<file path="config.mk">
export PLATFORM = sky130hd
export DESIGN_NAME = mem_arbiter
export DESIGN_NICKNAME = d
export VERILOG_FILES = /design/src/rtl/mem_arbiter.sv
export SDC_FILE = /design/constraint.sdc
export NUM_CORES = 1
export LEC_CHECK = 0
export ABC_AREA = 1
export CAP_MARGIN = 20
export CORE_MARGIN = 3
export CORE_UTILIZATION = 24
export CTS_CLUSTER_DIAMETER = 100
export CTS_CLUSTER_SIZE = 40
export DETAILED_ROUTE_END_ITERATION = 8
export PLACE_DENSITY_LB_ADDON = 0.3
export REMOVE_ABC_BUFFERS = 1
export SETUP_SLACK_MARGIN = 0.05
export SKIP_LAST_GASP = 1
export SYNTH_ARGS = -nofsm -noshare
export SYNTH_HDL_FRONTEND = slang
export SYNTH_SLANG_ARGS = --single-unit
</file>
<file path="constraint.sdc">
create_clock -name clk -period 1.7 [get_ports clk]
set_input_delay 0.255 -clock clk [delete_from_list [all_inputs] [get_ports clk]]
set_output_delay 0.255 -clock clk [all_outputs]
set_load 0.01 [all_outputs]
</file>
<file path="src/rtl/mem_arbiter.sv">
// Two-requester memory arbiter: shares one four-bank memory port between the
// instruction-cache and data-cache FSMs with alternating ties, hold limit and burst lock.
module mem_arbiter #(
  parameter int MAX_HOLD = 16
) (
  input  logic        clk,
  input  logic        rst,
  input  logic [15:0] i_addr,
  input  logic [15:0] i_data_in,
  input  logic        i_rd,
  input  logic        i_wr,
  input  logic        i_lock,
  input  logic [15:0] d_addr,
  input  logic [15:0] d_data_in,
  input  logic        d_rd,
  input  logic        d_wr,
  input  logic        d_lock,
  input  logic [15:0] m_data_out,
  input  logic [3:0]  m_busy,
  input  logic        m_stall,
  input  logic        m_err,
  output logic [15:0] fm_addr,
  output logic [15:0] fm_data_in,
  output logic        fm_rd,
  output logic        fm_wr,
  output logic        i_gnt,
  output logic        d_gnt,
  output logic        i_stall,
  output logic        d_stall,
  output logic        i_err,
  output logic        d_err,
  output logic [15:0] data_out
);

  localparam int CW = (MAX_HOLD > 1) ? $clog2(MAX_HOLD) : 1;
  localparam logic [CW-1:0] HOLD_MAX = CW'(MAX_HOLD - 1);

  localparam logic [1:0] IDLE  = 2'd0;
  localparam logic [1:0] GNT_I = 2'd1;
  localparam logic [1:0] GNT_D = 2'd2;

  logic [1:0]    state, state_nxt, other_state;
  logic          last, last_nxt;
  logic [CW-1:0] hold_cnt, hold_nxt, hold_inc;
  logic          i_req, d_req;
  logic          own_req, oth_req, own_lock, own_xfer;
  logic          unused_busy;

  assign i_req       = i_rd | i_wr | i_lock;
  assign d_req       = d_rd | d_wr | d_lock;
  assign unused_busy = ^m_busy;
  assign hold_inc    = (hold_cnt == HOLD_MAX) ? hold_cnt : hold_cnt + CW'(1);

  always_comb begin
    own_req     = 1'b0;
    oth_req     = 1'b0;
    own_lock    = 1'b0;
    own_xfer    = 1'b0;
    other_state = IDLE;
    case (state)
      GNT_I: begin
        own_req     = i_req;
        oth_req     = d_req;
        own_lock    = i_lock;
        own_xfer    = i_rd | i_wr;
        other_state = GNT_D;
      end
      GNT_D: begin
        own_req     = d_req;
        oth_req     = i_req;
        own_lock    = d_lock;
        own_xfer    = d_rd | d_wr;
        other_state = GNT_I;
      end
      default: ;
    endcase
  end

  // Priority: a stalled owner transfer freezes the grant, then release, then hold-limit preemption.
  always_comb begin
    state_nxt = state;
    hold_nxt  = hold_cnt;
    if (state == IDLE) begin
      hold_nxt = '0;
      if (i_req && d_req)
        state_nxt = last ? GNT_I : GNT_D;
      else if (i_req)
        state_nxt = GNT_I;
      else if (d_req)
        state_nxt = GNT_D;
    end else if (m_stall && own_xfer) begin
      if (oth_req)
        hold_nxt = hold_inc;
    end else if (!own_req) begin
      state_nxt = oth_req ? other_state : IDLE;
      hold_nxt  = '0;
    end else if (oth_req && !own_lock && hold_cnt == HOLD_MAX) begin
      state_nxt = other_state;
      hold_nxt  = '0;
    end else if (oth_req) begin
      hold_nxt = hold_inc;
    end
  end

  always_comb begin
    last_nxt = last;
    if (state_nxt == GNT_I && state != GNT_I)
      last_nxt = 1'b0;
    else if (state_nxt == GNT_D && state != GNT_D)
      last_nxt = 1'b1;
  end

  always_ff @(posedge clk) begin
    if (rst) begin
      state    <= IDLE;
      last     <= 1'b0;
      hold_cnt <= '0;
    end else begin
      state    <= state_nxt;
      last     <= last_nxt;
      hold_cnt <= hold_nxt;
    end
  end

  // Reset masks strobes and grants immediately, even while a locked burst is in flight.
  always_comb begin
    fm_addr    = '0;
    fm_data_in = '0;
    fm_rd      = 1'b0;
    fm_wr      = 1'b0;
    case (state)
      GNT_I: begin
        fm_addr    = i_addr;
        fm_data_in = i_data_in;
        fm_rd      = i_rd;
        fm_wr      = i_wr;
      end
      GNT_D: begin
        fm_addr    = d_addr;
        fm_data_in = d_data_in;
        fm_rd      = d_rd;
        fm_wr      = d_wr;
      end
      default: ;
    endcase
    if (rst) begin
      fm_rd = 1'b0;
      fm_wr = 1'b0;
    end
  end

  assign i_gnt    = (state == GNT_I) && !rst;
  assign d_gnt    = (state == GNT_D) && !rst;
  assign i_stall  = !rst && i_req && (!i_gnt || m_stall);
  assign d_stall  = !rst && d_req && (!d_gnt || m_stall);
  assign i_err    = m_err & i_gnt;
  assign d_err    = m_err & d_gnt;
  assign data_out = m_data_out;

endmodule

</file>
==> Word level (Yosys, flattened, before mapping) <==
Cells that the tools add are included.
{ "totals": {"regBits": 7, "input_bits": 94, "out_inout_bits": 56} }
{ "classes": {"add_sub_neg": 1, "eq_ne": 7, "n_mux": 25, "bitwise": 6, "reduce_logical": 21} }
{ "op_table": {"columns": ["op", "count"], "rows": [
  ["16-bit one-hot mux with 2 select lines", 2],
  ["4-bit two-way mux", 5],
  ["2-bit two-way mux", 9],
  ["1-bit logical AND", 12],
  ["1-bit one-hot mux with 2 select lines", 6],
  ["4-bit by 1-bit adder with 4-bit output (second input constant)", 1],
  ["2-bit by 1-bit == test with 1-bit output (second input constant)", 2],
  ["2-bit == test (second input constant)", 2],
  ["4-bit == test (second input constant)", 1],
  ["1-bit logical NOT", 4],
  ["1-bit bitwise OR", 4],
  ["2-bit one-hot mux with 2 select lines", 1],
  ["2-bit OR reduction", 2],
  ["1-bit AND", 2],
  ["2-bit logical NOT", 1],
  ["1-bit logical OR", 2],
  ["1-bit two-way mux", 2],
  ["2-bit by 1-bit != test with 1-bit output (second input constant)", 1],
  ["2-bit != test (second input constant)", 1]
]} }

==> Longest topological paths before layout <==
Gate-level depths: netlist of run 1.
{ "logic_depth": {"ltp_word": 12, "depth_mapped": 16} }

==> Worst setup path before layout of run 1 <==
No wires, ideal clock.
{ "synth_timing": {"path_kind": "reg2out", "from": "reg state[0]", "to": "out fm_addr[0]", "t_arrival_ps": 1490, "required_ps": 1445, "path_slack_ps": -45, "path_stages_with_launch": 6, "n_path_buf": 1, "cell_sequence": "dfxtp_1 inv_1 ha_1 clkinv_1 clkbuf_1 a21oi_1"} }
{ "synth_via": {"elab_chain_len": 2} }
{ "synth_lines": {"columns": ["element", "line", "source"], "rows": [
  ["from (decl)", "42", "logic [1:0] state, state_nxt, other_state;"],
  ["from (signal assigned)", "119", "state <= state_nxt;"],
  ["2-bit == test or 2-bit by 1-bit == test with 1-bit output (tied branches)", "131", "case (state)"],
  ["16-bit one-hot mux with 2 select lines (*)", "131", null],
  ["to (decl)", "22", "output logic [15:0] fm_addr,"]
]} }
Mark *: on every way between the ends. The rest lies on a longest branch, timed or not.

==> Final worst setup path of run 1 <==
{ "layout_timing": {"from": "reg state[0]", "to": "reg last"} }
{ "layout_via": {"elab_chain_len": 12} }
{ "layout_lines": {"columns": ["element", "line", "source"], "rows": [
  ["2-bit == test or 2-bit by 1-bit == test with 1-bit output (tied branches)", "60", "case (state)"],
  ["1-bit one-hot mux with 2 select lines", "60", null],
  ["1-bit logical NOT", "97", "end else if (oth_req && !own_lock && hold_cnt == HOLD_MAX) begin"],
  ["1-bit logical AND (2 in a row)", "97", null],
  ["2-bit two-way mux", "97", null],
  ["2-bit two-way mux", "94", "end else if (!own_req) begin"],
  ["2-bit two-way mux", "91", "end else if (m_stall && own_xfer) begin"],
  ["2-bit two-way mux", "83", "if (state == IDLE) begin"],
  ["2-bit by 1-bit == test with 1-bit output", "107", "if (state_nxt == GNT_I && state != GNT_I)"],
  ["1-bit logical AND", "107", null],
  ["2-bit OR reduction (no source line)", null, null],
  ["to (signal assigned)", "120", "last <= last_nxt;"],
  ["to (decl)", "43", "logic last, last_nxt;"]
]} }
Several ways; a longest one is shown, not always the timed one.
A chain may end at the register's enable or synchronous reset.

==> results_tabular.tex, run 1 <==
\begin{tabular}{lr}
\hline
Metric & Value \\
\hline
\multicolumn{2}{l}{\textbf{Status}} \\
Result of the run & finished, violations left \\
Failing checks & setup timing \\
\multicolumn{2}{l}{\textbf{Floorplan}} \\
Total die area & 0.00604 sq mm \\
Ports & 150 \\
\# rows & 25 \\
CORE AREA & 0.00485 sq mm \\
Initial standard-cell utilization of the core & 0.255 \\
Die span in y & 77.7 microns \\
Floorplan die width & 77.7 microns \\
\multicolumn{2}{l}{\textbf{Setup path}} \\
Maximum fanout encountered on the critical timing path & 4 \\
Type of origin of the critical path & register \\
Worst EP required & 1.87 ns \\
Critical Path Sink Type & register \\
Class of the most critical setup path & register to register \\
Crit path arrival time & 2.01 ns \\
R2R cell count & 16 \\
\multicolumn{2}{l}{\textbf{Clock network}} \\
Clock latency on the worst-skew pair & 0.23 ns \\
Sinks on Clock Net & 7 \\
Clock Pin Slew Worst Setup and Hold Paths & 0.04 ns \\
Root buffer cell & sky130\_fd\_sc\_hd\_\_clkbuf\_8 \\
Num CTS Buffers & 3 \\
Count of hold buffers inserted by post-cts repair & 0 \\
Number of H-tree levels & 1 \\
CTS tree & built \\
Maximum number of buffers from clock root to sink & 2 \\
\multicolumn{2}{l}{\textbf{Power}} \\
Static leakage power & 1.34 nW \\
Power density normalized to cell area & 1520 mW/mm\^{}2 \\
Design Power & 0.00468 W \\
Worst supply voltage drop on vdd & 636 uV \\
\multicolumn{2}{l}{\textbf{GRT}} \\
Number of antenna violations at the first check in global routing & 1 \\
Sum of overflow across all layers after global routing & 0 \\
Wire length of the first global-routing pass & 10,400 microns \\
All-layer global routing usage & 0.213 \\
Via count of the first global-routing pass & 2,015 \\
Pin count of the biggest net entering global routing & 16 \\
\multicolumn{2}{l}{\textbf{Layout}} \\
Final Net Count & 477 \\
Area growth from synthesis to layout & 149\% \\
Final Non-Filler Cells & 444 \\
Area of combinational cells with multiple inputs & 0.00116 sq mm \\
Fill cell count & 424 \\
Register Area & 143 sq um \\
Share of post-route cells with drive strength above 1 & 0.473 \\
Final standard cell utilization of the core & 0.634 \\
\multicolumn{2}{l}{\textbf{Timing}} \\
Worst-Margin Slew & 0.513 ns \\
Count of pins over their slew limit & 0 \\
Setup repair after global routing missed its margin & true \\
Fin Clk Skew & 0.00404 ns \\
Final worst-path setup slack & -0.144 ns \\
Count of endpoints failing hold in the final timing report & 0 \\
Worst hold slack & 0.472 ns \\
Total of endpoints with negative setup slack in the final report & 38 \\
Final critical delay including setup and external delays & 1.84 ns \\
Worst slew margin & 0.654 \\
Final worst path period share & 1.08 \\
Highest Clock Rate & 542 MHz \\
\multicolumn{2}{l}{\textbf{Run}} \\
Number of maximum-capacitance violations & 0 \\
\multicolumn{2}{l}{\textbf{Placed design}} \\
Final HPWL DP & 4880 microns \\
Dpl cells & 408 \\
RePlAce Congestion & 0.883 \\
Number of port buffers & 113 \\
\multicolumn{2}{l}{\textbf{Min path}} \\
Type of the tightest min-delay check & register to register \\
Number of cells on the worst hold path & 2 \\
\multicolumn{2}{l}{\textbf{Yosys}} \\
Largest cells by area after synthesis & sky130\_fd\_sc\_hd\_\_nand2\_1 (27\%), sky130\_fd\_sc\_hd\_\_a21oi\_1 (15\%), sky130\_fd\_sc\_hd\_\_dfxtp\_1 (11\%), sky130\_fd\_sc\_hd\_\_buf\_4 (9.7\%), sky130\_fd\_sc\_hd\_\_ha\_1 (6.1\%) \\
Proportion of synthesized chip area in sequential cells & 0.113 \\
Cell taking the most area after synthesis & sky130\_fd\_sc\_hd\_\_nand2\_1 \\
Number of synthesized register bits & 7 \\
Netlist Area Pre-Place & 0.00123 sq mm \\
Synth Warn \# & 0 \\
EDFF count, synth & 0 \\
Avg Inst Size Synth & 5.39 sq um \\
Proportion of synthesized flip-flops having asynchronous set or reset & 0 \\
Yosys top cell area share & 0.271 \\
Number of instances in the synthesized netlist & 229 \\
Distinct cell type count of the synthesized netlist & 25 \\
Most frequently used flop master after synthesis & sky130\_fd\_sc\_hd\_\_dfxtp\_1 \\
Library cell with the highest instance count after synthesis & sky130\_fd\_sc\_hd\_\_nand2\_1 \\
Most frequent cells after synthesis & sky130\_fd\_sc\_hd\_\_nand2\_1 (89), sky130\_fd\_sc\_hd\_\_a21oi\_1 (36), sky130\_fd\_sc\_hd\_\_buf\_4 (16), sky130\_fd\_sc\_hd\_\_inv\_1 (14), sky130\_fd\_sc\_hd\_\_nor2\_1 (11) \\
\multicolumn{2}{l}{\textbf{Route}} \\
Wire length after detailed routing & 7110 microns \\
Remaining number of nets flagged by the antenna check after routing & 0 \\
Count of vias placed by the detailed router & 2,064 \\
Number of design-rule violations left by the first detailed-router iteration & 62 \\
Residual DRC & 0 \\
Number of vias per cell after detailed routing & 4.65 \\
First-pass iteration count of the detailed router & 4 \\
Drt wl/cell & 16.0 microns \\
\hline
\end{tabular}
-- layout make-up --
cell class / count / share of cell area
Inverter: 16 / 0.0261
Clock buffer: 4 / 0.0147
Multi-Input combinational cell: 178 / 0.379
Antenna cell: 1 / 0.000814
Timing Repair Buffer: 171 / 0.506
Tap cell: 67 / 0.0273
Sequential cell: 7 / 0.0464
-- report_power, final --
group / switching (W) / leakage (nW) / internal, W
Clock: 0.0000744 / 0.0228 / 0.000162
Combinational: 0.00204 / 1.26 / 0.00218
Sequential: 0.0000203 / 0.0577 / 0.000201
-- routing by layer --
layer | part of all wire | global-route usage | vias up
met2 | 0.50 | 0.379 | 96
met4 | 0.016 | 0.0302 | 0
met3 | 0.097 | 0.0824 | 10
met1 | 0.39 | 0.245 | 945
met5 | 0 | 0 | -
li1 | - | - | 1013
-- final timing paths --
path | start | endpoint | slack, ns
max | state[0] | last | -0.14
min | last | last | 0.47
max reg2reg | state[0] | last | -0.14
min reg2reg | last | last | 0.47
-- layout by cell type, fill, tap and decap left out, drive strengths merged --
master         synthesis  routed
a21oi                 36      36
clkinv                 1       1
nand4                  2       2
nor3                   2       2
diode                  0       1
ha                     6       6
a31oi                  1       1
nand3                  9       9
inv                   15      15
mux2i                  1       1
buf                   18      97
nand2                 98      98
clkbuf                10       5
nor2                  13      13
clkdlybuf4s50          0      73
xnor2                  1       1
a211oi                 3       3
dfxtp                  7       7
o21ai                  6       6
-- critical path, stage by stage (launching register included) --
cell and delay, ns:
sky130_fd_sc_hd__dfxtp_2 0.34, sky130_fd_sc_hd__inv_2 0.06, sky130_fd_sc_hd__buf_6 0.12, sky130_fd_sc_hd__ha_4 0.17
sky130_fd_sc_hd__buf_6 0.13, sky130_fd_sc_hd__buf_6 0.11, sky130_fd_sc_hd__nand2_4 0.06, sky130_fd_sc_hd__nand2_4 0.06
sky130_fd_sc_hd__nand2_2 0.07, sky130_fd_sc_hd__nand2_2 0.06, sky130_fd_sc_hd__nand2_1 0.07, sky130_fd_sc_hd__nand3_2 0.10
sky130_fd_sc_hd__nand3_4 0.12, sky130_fd_sc_hd__nand3_2 0.09, sky130_fd_sc_hd__nor2_2 0.12, sky130_fd_sc_hd__nor2_1 0.05
sky130_fd_sc_hd__nor2_1 0.07
-- stage by stage --
step           worst slack [ns]  TNS [ns]  instance area [sq um]
4_1_cts                  -0.112     -1.93                   2710
3_3_place_gp             -0.294    -11.44                   2520
2_1_floorplan            -0.487    -15.08                   1060
3_5_place_dp             -0.330    -12.89                   2520
6_report                 -0.144     -2.82                   3070
5_1_grt                  -0.295     -6.12                   3070
-- registers in the layout, summed over array words and instances (netlist names) --
signal / flops
hold_cnt: 4
state: 2
last: 1
-- kinds of logic (layout without fill, tap and decap cells) --
logic type / Yosys count / count (layout) / synth area share
xor+xnor: 1 / 1 / 0.00709
flops: 7 / 7 / 0.113
fa+ha+maj: 6 / 6 / 0.0608
other cells: 0 / 1 / 0
buf+inv: 44 / 191 / 0.189
mux: 1 / 1 / 0.00811
simple gates: 124 / 124 / 0.428
compound gates: 46 / 46 / 0.194
-- timing repair --
action | 4_1_cts | 5_1_grt
setup endpoints to repair | 47 | 47
resized for setup | 191 | 81
pin swaps | 7 | 22
buffers inserted | 14 | 16
cloned | 3 | 1
(Power assumes the default switching activity.)
==> inputs of run 2 (changes only) <==
--- a/config.mk
+++ b/config.mk
@@ -9,7 +9,7 @@
 export CAP_MARGIN = 20
 export CORE_MARGIN = 3
 export CORE_UTILIZATION = 24
-export CTS_CLUSTER_DIAMETER = 100
+export CTS_CLUSTER_DIAMETER = 80
 export CTS_CLUSTER_SIZE = 40
 export DETAILED_ROUTE_END_ITERATION = 8
 export PLACE_DENSITY_LB_ADDON = 0.3
==> results of run 2 <==
Final layout, timing and power as in run 1 (identical DEF).
